==> src/rtl/jtag_tap_tracker.sv <==
// ============================================================================
//  Module      : jtag_tap_tracker
//  Description : Passive IEEE 1149.1 TAP follower. Synchronises the external
//                TCK/TMS pins, optionally deglitches TCK (JTAG_TAP_FILTER_EN),
//                tracks the 16-state TAP FSM and offers every state change
//                on a valid/ready event port with a sticky overflow flag.
//  Revision    : 1.0 - initial release
// ============================================================================
`default_nettype none
`timescale 1ns/1ps

module jtag_tap_tracker #(
  parameter int SYNC_STAGES   = 2,
  parameter int FILTER_CYCLES = 16,
  parameter int CNT_W         = 16
) (
  input  logic             sys_clk,
  input  logic             sys_rst_n,
  input  logic             jtag_clk,
  input  logic             jtag_tms,
  output logic [3:0]       tap_state,
  output logic             evt_valid,
  output logic [3:0]       evt_state,
  input  logic             evt_ready,
  output logic             evt_ovf,
  input  logic             ovf_clr,
  output logic [CNT_W-1:0] tck_count
);

  typedef enum logic [3:0] {
    S_TLR     = 4'd0,
    S_RTI     = 4'd1,
    S_SEL_DR  = 4'd2,
    S_CAP_DR  = 4'd3,
    S_SH_DR   = 4'd4,
    S_EX1_DR  = 4'd5,
    S_PAU_DR  = 4'd6,
    S_EX2_DR  = 4'd7,
    S_UPD_DR  = 4'd8,
    S_SEL_IR  = 4'd9,
    S_CAP_IR  = 4'd10,
    S_SH_IR   = 4'd11,
    S_EX1_IR  = 4'd12,
    S_PAU_IR  = 4'd13,
    S_EX2_IR  = 4'd14,
    S_UPD_IR  = 4'd15
  } tap_state_t;

  logic [SYNC_STAGES-1:0] r_tck_sync;
  logic [SYNC_STAGES-1:0] r_tms_sync;
  logic                   w_tck_s;
  logic                   w_tms_s;
  logic                   w_tck_acc;
  logic                   r_tck_prev;
  logic                   w_tck_rise;
  tap_state_t             r_state;
  tap_state_t             w_next;
  logic                   w_evt;

  // Two-or-more flop synchronisers for both asynchronous pins
  always_ff @(posedge sys_clk or negedge sys_rst_n) begin
    if (!sys_rst_n) begin
      r_tck_sync <= '0;
      r_tms_sync <= '0;
    end else begin
      r_tck_sync <= {r_tck_sync[SYNC_STAGES-2:0], jtag_clk};
      r_tms_sync <= {r_tms_sync[SYNC_STAGES-2:0], jtag_tms};
    end
  end

  assign w_tck_s = r_tck_sync[SYNC_STAGES-1];
  assign w_tms_s = r_tms_sync[SYNC_STAGES-1];

`ifdef JTAG_TAP_FILTER_EN
  localparam int c_FW = (FILTER_CYCLES > 1) ? $clog2(FILTER_CYCLES) : 1;
  localparam logic [c_FW-1:0] c_FILT_LAST = c_FW'(FILTER_CYCLES - 1);

  logic [c_FW-1:0] r_filt_cnt;
  logic            r_tck_acc;

  // Accept a new TCK level only once it has differed from the accepted
  // level for FILTER_CYCLES consecutive cycles; any bounce restarts the count
  always_ff @(posedge sys_clk or negedge sys_rst_n) begin
    if (!sys_rst_n) begin
      r_filt_cnt <= '0;
      r_tck_acc  <= 1'b0;
    end else if (w_tck_s == r_tck_acc) begin
      r_filt_cnt <= '0;
    end else if (r_filt_cnt == c_FILT_LAST) begin
      r_filt_cnt <= '0;
      r_tck_acc  <= w_tck_s;
    end else begin
      r_filt_cnt <= r_filt_cnt + 1'b1;
    end
  end

  assign w_tck_acc = r_tck_acc;
`else
  assign w_tck_acc = w_tck_s;
`endif

  // Previous accepted TCK level for rising-edge detection
  always_ff @(posedge sys_clk or negedge sys_rst_n) begin
    if (!sys_rst_n) r_tck_prev <= 1'b0;
    else            r_tck_prev <= w_tck_acc;
  end

  assign w_tck_rise = w_tck_acc & ~r_tck_prev;

  // TAP next-state decode from the synchronised TMS
  always_comb begin
    w_next = r_state;
    case (r_state)
      S_TLR:    w_next = w_tms_s ? S_TLR    : S_RTI;
      S_RTI:    w_next = w_tms_s ? S_SEL_DR : S_RTI;
      S_SEL_DR: w_next = w_tms_s ? S_SEL_IR : S_CAP_DR;
      S_CAP_DR: w_next = w_tms_s ? S_EX1_DR : S_SH_DR;
      S_SH_DR:  w_next = w_tms_s ? S_EX1_DR : S_SH_DR;
      S_EX1_DR: w_next = w_tms_s ? S_UPD_DR : S_PAU_DR;
      S_PAU_DR: w_next = w_tms_s ? S_EX2_DR : S_PAU_DR;
      S_EX2_DR: w_next = w_tms_s ? S_UPD_DR : S_SH_DR;
      S_UPD_DR: w_next = w_tms_s ? S_SEL_DR : S_RTI;
      S_SEL_IR: w_next = w_tms_s ? S_TLR    : S_CAP_IR;
      S_CAP_IR: w_next = w_tms_s ? S_EX1_IR : S_SH_IR;
      S_SH_IR:  w_next = w_tms_s ? S_EX1_IR : S_SH_IR;
      S_EX1_IR: w_next = w_tms_s ? S_UPD_IR : S_PAU_IR;
      S_PAU_IR: w_next = w_tms_s ? S_EX2_IR : S_PAU_IR;
      S_EX2_IR: w_next = w_tms_s ? S_UPD_IR : S_SH_IR;
      S_UPD_IR: w_next = w_tms_s ? S_SEL_DR : S_RTI;
      default:  w_next = S_TLR;
    endcase
  end

  // Self-loops are not reported, only real state changes
  assign w_evt = w_tck_rise && (w_next != r_state);

  // TAP state register and accepted-edge counter
  always_ff @(posedge sys_clk or negedge sys_rst_n) begin
    if (!sys_rst_n) begin
      r_state   <= S_TLR;
      tck_count <= '0;
    end else if (w_tck_rise) begin
      r_state   <= w_next;
      tck_count <= tck_count + 1'b1;
    end
  end

  assign tap_state = r_state;

  // Single-entry event slot: load when empty or draining, otherwise drop
  always_ff @(posedge sys_clk or negedge sys_rst_n) begin
    if (!sys_rst_n) begin
      evt_valid <= 1'b0;
      evt_state <= 4'd0;
    end else if (w_evt && (!evt_valid || evt_ready)) begin
      evt_valid <= 1'b1;
      evt_state <= w_next;
    end else if (evt_valid && evt_ready) begin
      evt_valid <= 1'b0;
    end
  end

  // Sticky overflow; a new drop takes priority over a clear request
  always_ff @(posedge sys_clk or negedge sys_rst_n) begin
    if (!sys_rst_n)                          evt_ovf <= 1'b0;
    else if (w_evt && evt_valid && !evt_ready) evt_ovf <= 1'b1;
    else if (ovf_clr)                        evt_ovf <= 1'b0;
  end

endmodule

`default_nettype wire

==> config.mk <==
export PLATFORM = sky130hd
export DESIGN_NAME = jtag_tap_tracker
export DESIGN_NICKNAME = d
export VERILOG_FILES = /design/src/rtl/jtag_tap_tracker.sv
export SDC_FILE = /design/constraint.sdc
export NUM_CORES = 1
export LEC_CHECK = 0
export BUFFER_PORTS_ARGS = -buffer_cell sky130_fd_sc_hd__buf_4
export CELL_PAD_IN_SITES_DETAIL_PLACEMENT = 0
export CELL_PAD_IN_SITES_GLOBAL_PLACEMENT = 2
export CORE_ASPECT_RATIO = 1.75
export CORE_MARGIN = 4
export CORE_UTILIZATION = 31
export DETAILED_ROUTE_END_ITERATION = 8
export GPL_TIMING_DRIVEN = 0
export HOLD_SLACK_MARGIN = 0.1
export PLACE_DENSITY = 0.71
export SYNTH_ARGS = -nofsm -noshare
export SYNTH_HDL_FRONTEND = slang
export SYNTH_SLANG_ARGS = --single-unit
==> constraint.sdc <==
create_clock -name sys_clk -period 1.8 [get_ports sys_clk]
set_clock_uncertainty 0.15 [all_clocks]
set_input_delay 0.36 -clock sys_clk [delete_from_list [all_inputs] [get_ports sys_clk]]
set_output_delay 0.36 -clock sys_clk [all_outputs]
set_load 0.1 [all_outputs]
---- Yosys cells after proc, flatten, opt, wreduce, memory -nomap -nowiden ----
Cells that the tools add are included.
operators by class
  $add $sub $neg .......................... 1
  equal/unequal tests ..................... 16
  multiplexer cells ....................... 17
  bitwise operators ....................... 2
  reduce and logical (&&, ||, !) cells .... 14
operator list
  cell                                                 number
  case mux 4 bit (12 select lines)                     1
  equality test 4 bit, second input constant           8
  adder 16 x 1 -> 16 bit, second input constant        1
  equality test 4 x 3 -> 1 bit, second input constant  4
  2-to-1 mux 4 bit                                     4
  equality test 4 x 2 -> 1 bit, second input constant  2
  2-to-1 mux 1 bit                                     7
  2-to-1 mux 2 bit                                     3
  2-to-1 mux 3 bit                                     2
  logical AND 1 bit                                    5
  equality test 4 x 1 -> 1 bit, second input constant  1
  zero test 4 bit                                      1
  inequality test 4 bit                                1
  nonzero test 2 bit                                   2
  OR reduction 2 bit                                   2
  OR reduction 3 bit                                   1
  zero test 1 bit                                      2
  bitwise AND 1 bit                                    1
  logical OR 1 bit                                     1
  inverter 1 bit                                       1
word-level totals
  register bits after elaboration ......... 31
  input port bits ......................... 6
  output and inout port bits .............. 26
  word-level logic and storage cells ...... 58

---- Logic depth before layout (Yosys ltp) ----
Gate-level depths: netlist (run 1).
  depth in word-level cells ............... 8
  mapped depth ............................ 5
  depth with buffers taken out ............ 5

---- Worst setup path after synthesis (run 1) ----
No wires, ideal clock.
  path type ............................... register to register
  start point ............................. register r_state[2] (netlist: tap_state[2])
  end point ............................... register evt_state[1]
  arrival ................................. 2021 ps
  data required time ...................... 1522 ps
  setup slack ............................. -499 ps
  cell stages (with the launch flop) ...... 6
  path buffers ............................ 1
  period minus slack after synthesis ...... 2299 ps
  cells stage by stage .................... dfrtp_1 buf_2 xor2_1 a221oi_1 o21ai_1 mux2_1
between the ends
  cells in the longest elaborated chain, start to end .. 6
  elaborated cells on any way between the ends .. 23
  those cells by class .................... eq/ne: 16; mux: 1; reduce/logical: 6
ends and longest elaborated chain
  element                                                             line  RTL
  start, declared                                                     56    tap_state_t r_state;
  start signal, assigned                                              143   r_state <= w_next;
  equality test 4 bit, or another cell as far along                   113   case (r_state)
  OR reduction 3 bit (no line) or OR reduction 2 bit (tied branches)  --
  case mux 4 bit (12 select lines)                                    113
  inequality test 4 bit                                               135   assign w_evt = w_tck_rise && (w_next != r_state);
  logical AND 1 bit                                                   135
  logical AND 1 bit                                                   155   end else if (w_evt && (!evt_valid || evt_ready)) begin
  end signal, assigned                                                157   evt_state <= w_next;
  end, declared                                                       23    output logic [3:0] evt_state,
Several ways; a longest one is shown, not always the timed one.
A chain may end at the register's enable or synchronous reset.

---- Final worst setup path (run 1) ----
  start point ............................. register r_state[1] (netlist: tap_state[1])
  end point ............................... register evt_state[2]
Same word-level chain as after synthesis.

==> metrics.yaml, run 1 <==
clock_tree:
  cts_tree: "done"
  cts_sinks: 31
  cts-root-buf: "clkbuf_8"
  htree_levels: 2
  cts_buffers: 5
  clk_path_buf_depth: 2
  insertion_delay_ns: 0.28
  clk_pin_slew_ns: 0.07
yosys:
  seq_area_frac_synth_pct: 52.19
  yosysWarnings: 0
  synth_cell_types: 41
  ys_ff_latch: 31
  synthesis.area_sq_um: 1486
  synth_area_leaders: "dfrtp_1 52%, xnor2_1 7.7%, nand2_1 3.3%"
  postSynthAreaPerCell_sq_um: 11.26
  async_flop_share_pct: 100.0
  synth_ff_type: "dfrtp_1"
  synth_top_area_cell: "dfrtp_1"
  synth_nets: 139
  synth_edf_count: 0
  synth_top_area_share_pct: 52.19
  synthCells: 132
grt:
  overflow: 0
  grt_pass1_vias: 1263
  grt_pass1_wl_microns: 5906
  grt_usage_pct: 12.96
  grt_max_degree: 32
  antenna_found_initial: 0
worst_setup_path:
  crit_slowest_cell: "dfrtp_4"
  cp.depth: 4
  critPathMaxFanout: 6
  worstPathArrival_ns: 1.90
  r2r_cells: 4
  path_class: "flop to flop"
  startpoint_type: "flop"
  crit_buf_inv: 0
  worstPathCellList: "or3b_4 > a211oi_4 > nor3_4 > mux2_4"
  ff2ff_setup_slack_ns: -0.09
  rr_endpoint: "evt_state[2]$_DFFE_PN0P_"
  cp_top_family: "flip-flops"
  cp.required_ns: 1.81
  critPathCaptureType: "flop"
  crit-reg2reg-launch: "tap_state[1]$_DFFE_PN0P_"
  cp_slowest_stage_delay_ns: 0.51
floorplan:
  initial_core_util_pct: 31.86
  die_x_microns: 60.35
  core_area_sq_um: 4666
  fp.dieArea_sq_um: 6010
  io_pins: 32
  rows: 33
  die_h_microns: 99.60
sta:
  worstMarginPinSlew_ns: 0.4377
  rsz0062_at_grt: "true"
  min_period_ns: 1.885
  hold_slack_ns: 0.1270
  fin_crit_sh_pct: 104.7
  fmax_mhz: 530.5
  drv_slew: 0
  maxSlewHeadroom_pct: 70.57
  hold_viol: 0
  setup_viol: 6
  setup_ws_ns: -0.08502
  setup_tns_ns: -0.3104
routing:
  drc: 0
  dr.pass1.iters: 4
  viasPerCell: 5.088
  routed_wl_microns: 3508
  drtIter0Drc: 31
  vias: 1155
  drtAntennaViolNets: 0
  wl_per_cell_microns: 15.45
layout:
  n_antenna_cell: 0
  most-common-layout-cells: "32 x buf_4, 14 x dfrtp_1, 13 x xnor2_1, 12 x nand2_1, 10 x dfrtp_4"
  nets: 181
  fin_cells: 227
  final_layout_size_suffix_gt1_share_pct: 45.14
  design_area_sq_um: 2046
  final_common_cell: "buf_4"
  syn_to_final_growth_pct: 37.63
min_path:
  min_from: "ovf_clr"
  whs_path_depth: 2
  hold_class: "input pin to flop"
  hold_end: "evt_ovf$_DFFE_PN0P_"
power_and_ir_drop:
  power_density_nw_per_um2: 1994
  power.leakage_nw: 0.9167
  vdd_drop_max_mv: 1.577
run:
  cap_violations: 0
status:
  status: "finished with violations"
  violations: "setup timing"
place:
  gp_congestion: 0.8246
  pre_cts_slack_ns: -0.1673
  dp_cells: 215
  place_area_sq_um: 1851
  hpwl_microns: 2594
  portBuffers: 31
[how the worst max path moves through the flow]
stage,start,endpoint,slack [ns]
2_1_floorplan,tap_state[1]$_DFFE_PN0P_,evt_state[1]$_DFFE_PN0P_,-0.21
3_3_place_gp,tap_state[1]$_DFFE_PN0P_,evt_state[1]$_DFFE_PN0P_,-0.14
3_5_place_dp,tap_state[1]$_DFFE_PN0P_,evt_state[2]$_DFFE_PN0P_,-0.17
4_1_cts,tap_state[2]$_DFFE_PN0P_,evt_state[2]$_DFFE_PN0P_,-0.09
5_1_grt,tap_state[1]$_DFFE_PN0P_,evt_state[1]$_DFFE_PN0P_,-0.12
6_report,tap_state[1]$_DFFE_PN0P_,evt_state[2]$_DFFE_PN0P_,-0.09
[synthesized netlist by cell type, types with 2 or more instances]
master / n
mux2_1: 2
a21oi_1: 2
a211oi_1: 2
xnor2_1: 13
o21ai_1: 2
xor2_1: 4
and2_1: 3
dfrtp_1: 31
nor2_1: 2
a221oi_1: 2
nand2b_1: 4
inv_1: 3
and4b_1: 2
and4_1: 2
o21ai_0: 3
buf_2: 4
o31ai_1: 4
mux2_2: 2
nand2_1: 13
nand3_1: 6
and3_1: 4
nor2b_1: 3
[flip-flops by register name, indices dropped and copies added (netlist names)]
register / cells
tck_count: 16
evt_state: 4
tap_state: 4
r_tck_sync: 2
r_tms_sync: 2
evt_ovf: 1
evt_valid: 1
r_tck_prev: 1
[report_power, final]
| part | switching [mW] | total (mW) | internal [mW] |
|---|---|---|---|
| Sequential | 0.201 | 1.12 | 0.917 |
| Combinational | 1.64 | 2.26 | 0.616 |
| Clock | 0.255 | 0.702 | 0.447 |
| Total | 2.10 | 4.08 | 1.98 |
[cells by family after synthesis]
family          Yosys count  synth area share, %
compound gates           22                11.70
xor+xnor                 17                10.02
fa+ha+maj                 1               0.8416
buf+inv                  10                3.114
flops                    31                52.19
mux                       5                3.704
simple gates             46                18.44
[cell type report]
cell class,count,area (sq um)
plain buffers,6,43.79
fillers,457,2620
inverters,4,15.01
flip-flops and latches,31,822.0
well taps,52,65.06
repair buffers,35,274.0
multi-input cells,91,708.2
clock buffers,6,82.58
clock inverters,2,35.03
[through the flow]
stage	util (%)	total power, mW
final	43.85	4.079
after global routing	43.85	4.273
after CTS	43.44	4.085
after detailed placement	39.66	3.303
after global placement	39.66	3.273
after floorplan	-	2.824
[worst register-to-register path: stages (launching register included)]
cell and delay, ns:
dfrtp_4 0.51, or3b_4 0.43, a211oi_4 0.29, nor3_4 0.08, mux2_4 0.30
[routing by layer]
metal  routed length [microns]  vias up  global-route usage, %
met1                      1305      568                  14.01
met2                      1954       30                  22.67
li1                          -      548                      -
met3                       149        9                  2.597
met4                        98        0                  6.826
met5                         0        -                      0
[repair_timing]
item / in CTS / in global routing
hold buffers: 3 / 0
pin swaps: 4 / 5
gates cloned: 0 / 0
setup buffers: 1 / 0
endpoints found under the setup margin: 3 / 8
endpoints found under the hold margin: 33 / 0
resized for setup: 5 / 4
Note: power is estimated with default switching activity, not from simulation.
==> run 2, diff against run 1 <==
- PLACE_DENSITY: 0.71 -> 0.76
==> run 2 against run 1 <==
  * The run still ends with setup timing left
  * Core utilization grew 0.51 points
  * Critical endpoint is now evt_state[1]$_DFFE_PN0P_
  * Cell count is 1.8% higher
  * Clock power is 21% lower
  * Non-clock buffer count increased by 4
==> metrics.yaml, run 2 (synthesis results as in run 1) <==
status:
  status: "finished with violations"  # unchanged
  violations: "setup timing"  # unchanged
worst_setup_path:
  ff2ff_setup_slack_ns: -0.05  # was -0.09 ns
  critPathMaxFanout: 4  # was 6
  path_class: "flop to flop"  # unchanged
  critPathCaptureType: "flop"  # unchanged
  startpoint_type: "flop"  # unchanged
  worstPathArrival_ns: 1.86  # was 1.90 ns
  cp.required_ns: 1.81  # about the same
sta:
  worstMarginPinSlew_ns: 0.4398  # was 0.4377 ns
  maxSlewHeadroom_pct: 70.43  # was 70.57%
  setup_ws_ns: -0.05133  # was -0.08502 ns
  setup_tns_ns: -0.1813  # was -0.3104 ns
  hold_slack_ns: 0.1213  # was 0.1270 ns
  fin_crit_sh_pct: 102.9  # was 104.7%
  setup_viol: 5  # was 6
  min_period_ns: 1.851  # was 1.885 ns
  drv_slew: 0  # unchanged
  fmax_mhz: 540.2  # was 530.5 MHz
  hold_viol: 0  # unchanged
  rsz0062_at_grt: "true"  # unchanged
grt:
  grt_max_degree: 32  # unchanged
  grt_pass1_vias: 1263  # unchanged
  grt_usage_pct: 13.63  # was 12.96%
  antenna_found_initial: 0  # unchanged
  grt_pass1_wl_microns: 6099  # was 5906 microns
  overflow: 0  # unchanged
floorplan:
  die_h_microns: 99.60  # unchanged
  initial_core_util_pct: 31.86  # unchanged
  fp.dieArea_sq_um: 6010  # unchanged
  core_area_sq_um: 4666  # unchanged
  io_pins: 32  # unchanged
  rows: 33  # unchanged
  die_x_microns: 60.35  # unchanged
routing:
  wl_per_cell_microns: 15.45  # about the same
  vias: 1177  # was 1155
  drtIter0Drc: 30  # was 31
  drtAntennaViolNets: 0  # unchanged
  drc: 0  # unchanged
  routed_wl_microns: 3570  # was 3508 microns
  dr.pass1.iters: 4  # unchanged
  viasPerCell: 5.095  # was 5.088
layout:
  syn_to_final_growth_pct: 39.23  # was 37.63%
  n_antenna_cell: 0  # unchanged
  final_layout_size_suffix_gt1_share_pct: 48.04  # was 45.14%
  nets: 185  # was 181
  design_area_sq_um: 2069  # was 2046 sq um
  postLayoutCoreUtil_pct: 44.36  # was 43.85%
  most-common-layout-cells: "38 x buf_4, 13 x nand2_1, 13 x xnor2_1, 13 x dfrtp_1, 10 x dfrtp_4"  # was 32 x buf_4, 14 x dfrtp_1, 13 x xnor2_1, 12 x nand2_1, 10 x dfrtp_4
  final_common_cell: "buf_4"  # unchanged
  top_register: "tck_count"  # unchanged
  largest_reg_flops: 16  # unchanged
  fin_cells: 231  # was 227
run:
  cap_violations: 0  # unchanged
place:
  gp_congestion: 0.8397  # was 0.8246
  pre_cts_slack_ns: -0.1558  # was -0.1673 ns
  hpwl_microns: 2612  # was 2594 microns
  dp_cells: 215  # unchanged
  portBuffers: 31  # unchanged
  place_area_sq_um: 1851  # unchanged
clock_tree:
  cts-root-buf: "clkbuf_8"  # unchanged
  cts_buffers: 5  # unchanged
  insertion_delay_ns: 0.28  # about the same
  cts_tree: "done"  # unchanged
  clk_pin_slew_ns: 0.07  # about the same
  htree_levels: 2  # unchanged
  cts_sinks: 31  # unchanged
  clk_path_buf_depth: 2  # unchanged
power_and_ir_drop:
  power.leakage_nw: 0.9302  # was 0.9167 nW
  fin_total_pwr_mw: 4.056  # was 4.079 mW
  power_density_nw_per_um2: 1960  # was 1994 nW/um^2
  vdd_drop_max_mv: 1.384  # was 1.577 mV
min_path:
  hold_class: "input pin to flop"  # unchanged
## run 2: metal layers
| layer | GRT usage (%) | wire length (microns) | vias up |
|---|---|---|---|
| met5 | 0 | 0 | - |
| met4 | 6.314 | 93 | 0 |
| met3 | 2.597 | 155 | 8 |
| met2 | 22.92 | 1949 | 36 |
| met1 | 16.16 | 1371 | 573 |
| li1 | - | - | 560 |
## run 2: final timing paths
check,from,to,depth (start not counted)
min in group asynchronous,sys_rst_n,tck_count[1]$_DFFE_PN0P_,2
worst min register to register,r_tms_sync[0]$_DFF_PN0_,r_tms_sync[1]$_DFF_PN0_,0
worst min-delay path,ovf_clr,evt_ovf$_DFFE_PN0P_,2
worst max register to register,tap_state[1]$_DFFE_PN0P_,evt_state[1]$_DFFE_PN0P_,4
worst max-delay path,tap_state[1]$_DFFE_PN0P_,evt_state[1]$_DFFE_PN0P_,4
max in group asynchronous,sys_rst_n,tap_state[0]$_DFFE_PN0P_,2
## run 2: what timing repair did
item                       4_1_cts  5_1_grt
hold endpoints to repair        33        0
resized for setup                6       10
pin swaps                        4        6
setup buffers                    4        1
setup endpoints to repair        3        9
hold buffers                     3        0
## run 2: power by group
group          internal (mW)  leakage (nW)  switching [mW]
clock                  0.308        0.0482           0.245
combinational          0.693         0.509            1.70
sequential             0.918         0.373           0.189
## run 2: worst max-delay path: stages (launching register included)
cell	delay [ns]
dfrtp_4	0.50
or3b_4	0.42
a211oi_4	0.28
nor3_4	0.08
mux2_4	0.30
## run 2: area by class of cell
class	count	area [sq um]
buffer	6	46.29
clock buffer	7	86.33
clock inverter	1	5.005
timing repair buffer	39	300.3
fill	464	2596
tap	52	65.06
multi-input combinational	91	728.2
sequential	31	823.3
inverter	4	15.01
==> run 3, diff against run 2 <==
- GPL_TIMING_DRIVEN: 0 -> 1
==> run 3 against run 2 <==
  * Critical endpoint unchanged
  * Hold slack better by 0.0060 ns
  * The run still ends with setup timing left
  * Largest cell class unchanged
  * Non-clock buffer count is 6 higher
  * Largest power group unchanged
  * Via count decreased by 2.8%
==> metrics.yaml, run 3 (synthesis results as in run 1) <==
status:
  status: "finished with violations"  # unchanged
  violations: "setup timing"  # unchanged
routing:
  wl_per_cell_microns: 13.97  # was 15.45 microns
  drc: 0  # unchanged
  viasPerCell: 4.827  # was 5.095
  drtAntennaViolNets: 0  # unchanged
  vias: 1144  # was 1177
  routed_wl_microns: 3312  # was 3570 microns
  drtIter0Drc: 40  # was 30
  dr.pass1.iters: 3  # was 4
power_and_ir_drop:
  power.leakage_nw: 0.9666  # was 0.9302 nW
  internal_power_mw: 1.955  # was 1.919 mW
  vdd_drop_max_mv: 1.799  # was 1.384 mV
  switching_share_pct: 51.75  # was 52.69%
  switching_power_mw: 2.097  # was 2.137 mW
  p_seq_share_pct: 27.0  # was 27.3%
  clock_power_share_pct: 12.4  # was 13.6%
  p_comb_share_pct: 60.5  # was 59.1%
  power_density_nw_per_um2: 1908  # was 1960 nW/um^2
layout:
  n_antenna_cell: 0  # unchanged
  largest_reg_flops: 16  # unchanged
  top_register: "tck_count"  # unchanged
  final_layout_size_suffix_gt1_share_pct: 48.11  # was 48.04%
  design_area_sq_um: 2123  # was 2069 sq um
  most-common-layout-cells: "43 x buf_4, 14 x dfrtp_1, 13 x nand2_1, 13 x xnor2_1, 10 x dfrtp_4"  # was 38 x buf_4, 13 x nand2_1, 13 x xnor2_1, 13 x dfrtp_1, 10 x dfrtp_4
  nets: 191  # was 185
  final_common_cell: "buf_4"  # unchanged
  syn_to_final_growth_pct: 42.85  # was 39.23%
sta:
  fmax_mhz: 540.9  # was 540.2 MHz
  worstMarginPinSlew_ns: 0.3902  # was 0.4398 ns
  drv_slew: 0  # unchanged
  setup_tns_ns: -0.08700  # was -0.1813 ns
  rsz0062_at_grt: "true"  # unchanged
  maxSlewHeadroom_pct: 73.99  # was 70.43%
  fin_crit_sh_pct: 102.7  # was 102.9%
  setup_viol: 2  # was 5
  setup_ws_ns: -0.04889  # was -0.05133 ns
  hold_viol: 0  # unchanged
  min_period_ns: 1.849  # was 1.851 ns
worst_setup_path:
  path_class: "flop to flop"  # unchanged
  startpoint_type: "flop"  # unchanged
  critPathCaptureType: "flop"  # unchanged
  cp.required_ns: 1.80  # was 1.81 ns
  worstPathCellList: "or3b_4 > a211oi_4 > nor3_2 > mux2_1"  # was or3b_4 > a211oi_4 > nor3_4 > mux2_4
  worstPathArrival_ns: 1.85  # was 1.86 ns
  critPathMaxFanout: 5  # was 4
  crit_slowest_cell: "dfrtp_4"  # unchanged
  cp_slowest_stage_delay_ns: 0.50  # about the same
grt:
  grt_max_degree: 32  # unchanged
  grt_usage_pct: 12.81  # was 13.63%
  grt_pass1_vias: 1201  # was 1263
  antenna_found_initial: 0  # unchanged
  overflow: 0  # unchanged
  grt_pass1_wl_microns: 5720  # was 6099 microns
run:
  cap_violations: 0  # unchanged
floorplan:
  fp.dieArea_sq_um: 6010  # unchanged
  core_area_sq_um: 4666  # unchanged
  die_h_microns: 99.60  # unchanged
  rows: 33  # unchanged
  io_pins: 32  # unchanged
  die_x_microns: 60.35  # unchanged
  initial_core_util_pct: 31.86  # unchanged
clock_tree:
  insertion_delay_ns: 0.27  # was 0.28 ns
  cts_sinks: 31  # unchanged
  clk_pin_slew_ns: 0.07  # about the same
  cts-root-buf: "clkbuf_8"  # unchanged
  clk_path_buf_depth: 2  # unchanged
  htree_levels: 2  # unchanged
  cts_buffers: 5  # unchanged
  cts_tree: "done"  # unchanged
min_path:
  hold_class: "input pin to flop"  # unchanged
place:
  gp_congestion: 0.7215  # was 0.8397
  hpwl_microns: 2544  # was 2612 microns
  portBuffers: 31  # unchanged
  place_area_sq_um: 1912  # was 1851 sq um
-- run 3: final timing paths --
check	startpoint	to	slack, ns	depth (start not counted)
worst min-delay path	ovf_clr	evt_ovf$_DFFE_PN0P_	0.13	2
min in group asynchronous	sys_rst_n	tck_count[11]$_DFFE_PN0P_	0.40	2
worst max register to register	tap_state[1]$_DFFE_PN0P_	evt_state[1]$_DFFE_PN0P_	-0.05	4
max in group asynchronous	sys_rst_n	tck_count[4]$_DFFE_PN0P_	0.77	2
worst min register to register	r_tck_sync[0]$_DFF_PN0_	r_tck_sync[1]$_DFF_PN0_	0.20	0
worst max-delay path	tap_state[1]$_DFFE_PN0P_	evt_state[1]$_DFFE_PN0P_	-0.05	4
-- run 3: power by group through the flow --
stage	registers [mW]	logic (mW)	clock network [mW]
CTS	1.09	2.34	0.529
global route	1.13	2.58	0.567
finish	1.09	2.45	0.504
global placement	1.10	2.25	0
floorplan	2.20	0.621	0
detailed placement	1.10	2.26	0
-- run 3: worst max-delay path, delay by kind of cell, from the launching register on --
kind,cells,cell delay [ns]
mux,1,0.31
compound gates,1,0.25
flops,1,0.50
simple gates,2,0.52
-- run 3: cell type report --
class                           count  area, sq um
Clock buffer                        7        76.32
Clock inverter                      1        5.005
Sequential cell                    31        822.0
Tap cell                           52        65.06
Timing Repair Buffer               51        421.7
Multi-Input combinational cell     91        718.2
Fill cell                         452         2542
Inverter                            4        15.01
-- run 3: repair_timing --
| item | 4_1_cts | 5_1_grt |
|---|---|---|
| hold buffers | 3 | 0 |
| pin swaps | 4 | 6 |
| setup buffers | 1 | 2 |
| gates resized for setup | 7 | 9 |
| hold endpoints to repair | 33 | 0 |
| setup endpoints to repair | 7 | 11 |
-- run 3: per-layer routing --
metal	wire length (microns)	GRT usage [%]	share of wire, %	up-vias
met1	1292	13.52	39	550
met4	74	6.655	2.2	0
li1	-	-	-	567
met3	132	3.377	4.0	5
met2	1814	22.25	55	22
met5	0	0	0	-
-- run 3: through the flow --
step                      total power, mW  instances  hold WS (ns)  util, %  worst slack, ns
after global routing                4.278        237        0.1070    45.51          -0.1016
final                               4.052        237        0.1273    45.51         -0.04889
after detailed placement            3.366        223        0.1671    40.98         -0.05267
after CTS                           3.962        235        0.1186    44.30         -0.05391
after floorplan                     2.824        132      -0.08559        -          -0.2110
after global placement              3.345        223        0.1630    40.98         -0.03278
